--- src/rtl/control_unit.sv ---
// control_unit: fetch/decode/execute controller driving Data_Path; define CONTROL_UNIT_JUMP_EN to enable the JUMP opcode
module control_unit #(
  parameter int PC_WIDTH = 7
) (
  input  logic                Clk,
  input  logic                Rst,
  input  logic [15:0]         Instr,
  output logic [PC_WIDTH-1:0] PC_out,
  output logic [15:0]         IR_out,
  output logic [3:0]          State_out,
  output logic [7:0]          D_addr,
  output logic                D_wr,
  output logic                MuxSel,
  output logic [2:0]          ALU_s,
  output logic [3:0]          RF_A_Addr,
  output logic [3:0]          RF_B_Addr,
  output logic                RFWen,
  output logic [3:0]          RFWAddr
);
  typedef enum logic [3:0] {
    INIT   = 4'd0,
    FETCH  = 4'd1,
    DECODE = 4'd2,
    LOAD_A = 4'd3,
    LOAD_B = 4'd4,
    STORE  = 4'd5,
    ADD    = 4'd6,
    SUB    = 4'd7,
    HALT   = 4'd8
`ifdef CONTROL_UNIT_JUMP_EN
    , JUMP = 4'd9
`endif
  } state_t;
  state_t              r_state;
  state_t              w_next;
  logic [PC_WIDTH-1:0] r_pc;
  logic [15:0]         r_ir;
  logic [3:0]          w_op;
  assign w_op      = r_ir[15:12];
  assign PC_out    = r_pc;
  assign IR_out    = r_ir;
  assign State_out = r_state;
  // state, PC and IR registers; IR/PC update only in FETCH, JUMP reloads PC
  always_ff @(posedge Clk) begin
    if (Rst) begin
      r_state <= INIT;
      r_pc    <= '0;
      r_ir    <= '0;
    end else begin
      r_state <= w_next;
      if (r_state == FETCH) begin
        r_ir <= Instr;
        r_pc <= r_pc + 1'b1;
      end
`ifdef CONTROL_UNIT_JUMP_EN
      if (r_state == JUMP) r_pc <= r_ir[PC_WIDTH-1:0];
`endif
    end
  end
  // next-state sequencing; unknown opcodes fall back to FETCH like NOOP
  always_comb begin
    w_next = FETCH;
    case (r_state)
      INIT:   w_next = FETCH;
      FETCH:  w_next = DECODE;
      DECODE: begin
        case (w_op)
          4'h1:    w_next = STORE;
          4'h2:    w_next = LOAD_A;
          4'h3:    w_next = ADD;
          4'h4:    w_next = SUB;
          4'h5:    w_next = HALT;
`ifdef CONTROL_UNIT_JUMP_EN
          4'h6:    w_next = JUMP;
`endif
          default: w_next = FETCH;
        endcase
      end
      LOAD_A: w_next = LOAD_B;
      HALT:   w_next = HALT;
`ifdef CONTROL_UNIT_JUMP_EN
      JUMP:   w_next = INIT;
`endif
      default: w_next = FETCH;
    endcase
  end
  // Moore control outputs decoded from state and IR fields
  always_comb begin
    D_addr    = '0;
    D_wr      = 1'b0;
    MuxSel    = 1'b0;
    ALU_s     = '0;
    RF_A_Addr = '0;
    RF_B_Addr = '0;
    RFWen     = 1'b0;
    RFWAddr   = '0;
    case (r_state)
      LOAD_A, LOAD_B: begin
        D_addr  = r_ir[7:0];
        RFWAddr = r_ir[11:8];
        MuxSel  = 1'b1;
        RFWen   = r_state == LOAD_B;
      end
      STORE: begin
        D_addr    = r_ir[7:0];
        RF_A_Addr = r_ir[11:8];
        D_wr      = 1'b1;
      end
      ADD, SUB: begin
        RFWAddr   = r_ir[11:8];
        RF_A_Addr = r_ir[7:4];
        RF_B_Addr = r_ir[3:0];
        ALU_s     = r_state == SUB ? 3'd2 : 3'd1;
        RFWen     = 1'b1;
      end
      default: ;
    endcase
  end
endmodule

--- config.mk ---
export PLATFORM = sky130hd
export DESIGN_NAME = control_unit
export DESIGN_NICKNAME = d
export VERILOG_FILES = /design/src/rtl/control_unit.sv
export SDC_FILE = /design/constraint.sdc
export NUM_CORES = 1
export LEC_CHECK = 0
export BUFFER_PORTS_ARGS = -buffer_cell sky130_fd_sc_hd__clkbuf_2
export CORE_MARGIN = 2
export CORE_UTILIZATION = 48
export CTS_BUF_LIST = sky130_fd_sc_hd__clkbuf_16
export DETAILED_ROUTE_END_ITERATION = 7
export PLACE_DENSITY_LB_ADDON = 0.25
export SLEW_MARGIN = 20
export SYNTH_ARGS = -nofsm -noshare
export SYNTH_HDL_FRONTEND = slang
export SYNTH_SLANG_ARGS = --single-unit
--- constraint.sdc ---
create_clock -name Clk -period 2.5 [get_ports Clk]
set_input_delay 0.25 -clock Clk [delete_from_list [all_inputs] [get_ports Clk]]
set_output_delay 0.25 -clock Clk [all_outputs]
set_load 0.01 [all_outputs]
-- After elaboration in Yosys (flattened, before gate mapping)
Cells that the tools add are included.
- add/sub/neg operators: 1
- equal/unequal tests: 13
- mux-type cells: 11
- reduce and logical (&&, ||, !) cells: 4
- operators with widths (kind ; count):
    == test 4 x 3 -> 1 bit, second input constant ; 6
    one-hot mux 4 bit (5 select lines) ; 1
    == test 4 x 2 -> 1 bit, second input constant ; 4
    one-hot mux 4 bit (4 select lines) ; 1
    == test 4 x 1 -> 1 bit, second input constant ; 2
    2-to-1 mux 4 bit ; 2
    2-to-1 mux 8 bit ; 1
    one-hot mux 4 bit (2 select lines) ; 1
    adder 7 x 1 -> 7 bit, second input constant ; 1
    == test 4 bit, second input constant ; 1
    2-to-1 mux 2 bit ; 2
    OR reduction 2 bit ; 2
    OR reduction 4 bit ; 1
    OR reduction 3 bit ; 1
    2-to-1 mux 1 bit ; 2
    one-hot mux 1 bit (2 select lines) ; 1
- bits in registers: 27
- input bits: 18

-- Longest topological paths before layout
- depth after elaboration: 3
- gate-level depth with buffers: 6

-- Worst setup path before layout
OpenSTA, ideal clock, no wires.
- kind: register -> output
- from: reg r_state[0] (netlist: State_out[0])
- to: out RF_A_Addr[0]
- data arrival time: 1.701 ns
- data required time: 2.250 ns
- setup slack: 0.549 ns
- cell stages (with the launch flop): 5
- path through: dfxtp_1 -> buf_2 -> inv_1 -> nor4_1 -> a22o_1
- cells in the longest elaborated chain, start to end: 3
- elaborated cells on any way between the ends: 5
- those cells by class: 3 x eq/ne; 1 x mux; 1 x reduce/logical
- RTL lines (element ; RTL line ; text):
    start, declared ; 34 ; state_t r_state;
    start signal, assigned ; 50 ; r_state <= w_next;
    == test 4 x 3 -> 1 bit ; 97 ; case (r_state)
    OR reduction 2 bit ; 97 ;
    one-hot mux 4 bit (2 select lines) * ; 97 ;
    end, declared ; 15 ; output logic [3:0] RF_A_Addr,
Every way passes the cells marked *; elsewhere a longest branch is shown, timed or not.

-- Worst setup path after layout
- from: reg r_state[0] (netlist: State_out[0])
- to: reg r_pc[6] (netlist: PC_out[6])
- cells in the longest elaborated chain, start to end: 1
- RTL lines (element ; RTL line ; text):
    == test 4 x 1 -> 1 bit ; 51 ; if (r_state == FETCH) begin
    end signal, assigned ; 53 ; r_pc <= r_pc + 1'b1;
    end, declared ; 36 ; logic [PC_WIDTH-1:0] r_pc;
No other way between the ends.
A chain may end at the register's enable or synchronous reset.

==> run summary <==
clock slew at reported path FFs: 0.07 ns
Placed Cells: 264
port bufs: 69
share of cells above drive strength 1: 0.338
gr ovfl total: 0
sequential-to-total area share from yosys stat: 0.398
fin crit share: 0.797
Synth area leaders: dfxtp_1 (40%), nand2_1 (9.7%), a21oi_1 (9.6%)
unrepaired setup endpoints after global routing: false
Startpoint Class: flip-flop
FF-to-FF Start: State_out[0]
DPL Wire Length: 2390 µm
R2R cell count: 3
Starting Density: 0.497
Post-Syn Area per Cell: 7.85 µm²
setup_tns: 0 ns
yosys warns: 0
Synth Area in Simple Gates: 0.315
CP Depth: 3
worst hold slack: 0.202 ns
post-synth top area share: 0.398
post-synthesis compound-gate area fraction: 0.193
XOR/XNOR Fraction of Synth Area: 0.0129
Rows: 19
Finish-stage setup viols: 0
Max Clk Rate: 0.502 GHz
core area: 2730 µm²
Crit-path slowest cell: or4b_4
DRT Pass-1 Iters: 4
Crit Path Category: reg -> reg
wirelength, routed: 3230 µm
Clock Path Buffers: 2
# diodes: 0
Post-route DRC: 0
Final min period: 1.99 ns
CTS root buf: clkbuf_16
die height: 57.2 µm
CP Data Required Time: 2.69 ns
first-pass GRT wire length: 5440 µm
VDD IR max: 515 µV
CTS buffer count: 3
worst-margin pin slew: 0.547 ns
netlist area before placement: 1360 µm²
flops & latches, synth: 27
number of DRC markers in iteration 0: 79
Synth cell types: 39
CP arrival: 2.18 ns
Final nets: 257
hold wc startpoint: Instr[11]
Hold Path Sink: IR_out[11]
status: finished, final reports clean
worst path cell trace: or4b_4 > or4_1 > a21oi_1
hold_buf cts: 0
GRT Total Usage: 0.207
largest family of logic cells by synthesized area: simple AND/OR/NAND/NOR gates
hold path cells: 3
die span in x: 57.2 µm
worst setup margin: 0.508 ns
Routed Antenna Nets: 0
Area growth, synth to finish: 32.0%
Synth Area in Adders: 0.00921
cell taking the most area after synthesis: dfxtp_1
pre-CTS WS: 0.525 ns
Placer Congestion: 0.786
R2R Setup Slk: 0.51 ns
Vias: 1404
Core Util, Final: 0.656
multiplexer share of the synthesized area: 0.00737
worst hold path class: in -> reg
worst path bufs/invs: 0
post-DR vias/cell: 5.24
Hold Violations, Final: 0
H-Tree Depth: 1
Final Slew Violations: 0
Fin Clk Skew: 0.00564 ns
relative slew slack: 0.635
I/O pin cnt: 71
Sink Count: 27
Synth Instances: 173
initial antenna violation count: 0
Post-CTS Setup Bufs: 0
crit-path max cell delay: 0.68 ns
worst-path fanout max: 28
largest net degree at the start of global routing: 29
Top Family by Delay on Critical Path: simple AND/OR/NAND/NOR gates
FF-to-FF End: PC_out[6]
max-cap violation count: 0
PostCTS Resize Cnt: 0
power density cells: 538 nW/µm²
Post-Syn Nets: 192
CTS tree: done
Die Footprint: 3270 µm²
Clock Latency Late Sink: 0.26 ns
Crit. End Element: flip-flop
final cell count without fillers: 268
vias in the first global route: 1205
Leakage: 0.000842 µW
drt wl/cell: 12.1 µm
area by class of cell:
cell class | count | area [µm²]
Clock inverter | 1 | 5.00
Timing Repair Buffer | 73 | 375
Tap cell | 31 | 38.8
Sequential cell | 27 | 541
Inverter | 4 | 15.0
Fill cell | 263 | 941
Multi-Input combinational cell | 129 | 743
Clock buffer | 3 | 75.1
through the flow:
stage	instance area [µm²]	total power, µW
floorplan	1360	564
global placement	1710	611
detailed placement	1710	614
CTS	1790	969
global route	1790	1010
finish	1790	964
flip-flops by register name (all words and copies together) (netlist names):
name	flops
PC_out	7
State_out	4
IR_out	16
cells in the mapped netlist:
cell type   n
buf_6       2
o31ai_1     2
or4b_4      1
nand3b_1    2
nor4bb_1    1
and2_1     18
ha_1        1
dfxtp_1    27
a2111oi_0   1
buf_4       1
xor2_1      1
o21bai_1    1
conb_1      1
nor4_1      1
or3_1       3
o211a_1     1
o21a_1      1
or4_1       2
nor3b_1     2
nor2_1      5
o21ba_2     1
xnor2_1     1
nor2b_1     2
o2111ai_1   1
nor4b_2     1
a22o_1      4
nor3_1      1
buf_1       1
clkbuf_1    8
and3_1      1
mux2i_1     1
o21ai_0     4
nand2b_1    2
nand3_1     4
nand2_1    35
inv_1       4
a21oi_1    26
a221o_1     1
buf_2       1
placed cells by master (no fill, tap or decap), types with 2 or more instances in the layout:
master	count
buf_4	4
nor3b_1	2
o31ai_1	2
o21ai_0	4
or4_1	2
dfxtp_1	27
inv_1	4
nand2_1	35
nor2b_1	2
clkbuf_16	3
nand3b_1	2
nand3_1	4
a21oi_1	26
a22o_1	4
or3_1	3
nor2_1	5
clkbuf_2	69
nand2b_1	2
and2_1	18
metal layers:
metal	routed length, µm	vias up	GRT usage	part of all wire
met5	0	-	0	0
met4	53	0	0.0664	0.016
met3	155	7	0.0363	0.048
met2	1500	45	0.337	0.46
met1	1520	633	0.282	0.47
li1	-	719	-	-
worst min-delay path, cell delays in order:
cell and delay (ns):
clkbuf_2 0.08, nand2_1 0.04, a21oi_1 0.05
power by group:
part           switching [µW]  internal [µW]  total (µW)
clock network             145            216         360
registers                25.7            452         477
logic                    70.6           55.8         126
logic make-up (layout without fill, tap and decap cells):
group | Yosys count | after routing
multiplexers | 1 | 1
AO/OA/AOI/OAI | 43 | 43
adder cells (fa/ha/maj) | 1 | 1
flip-flops | 27 | 27
buffers and inverters | 17 | 81
AND/OR/NAND/NOR | 81 | 81
other | 1 | 1
XOR/XNOR | 2 | 2
worst max path at each step:
stage	start	to
6_report	State_out[0]	PC_out[6]
5_1_grt	State_out[2]	D_addr[4]
4_1_cts	State_out[2]	D_addr[6]
3_5_place_dp	State_out[0]	PC_out[6]
3_3_place_gp	State_out[0]	PC_out[6]
2_1_floorplan	State_out[0]	RF_A_Addr[0]
No activity file was read; power rests on OpenSTA's default activity.
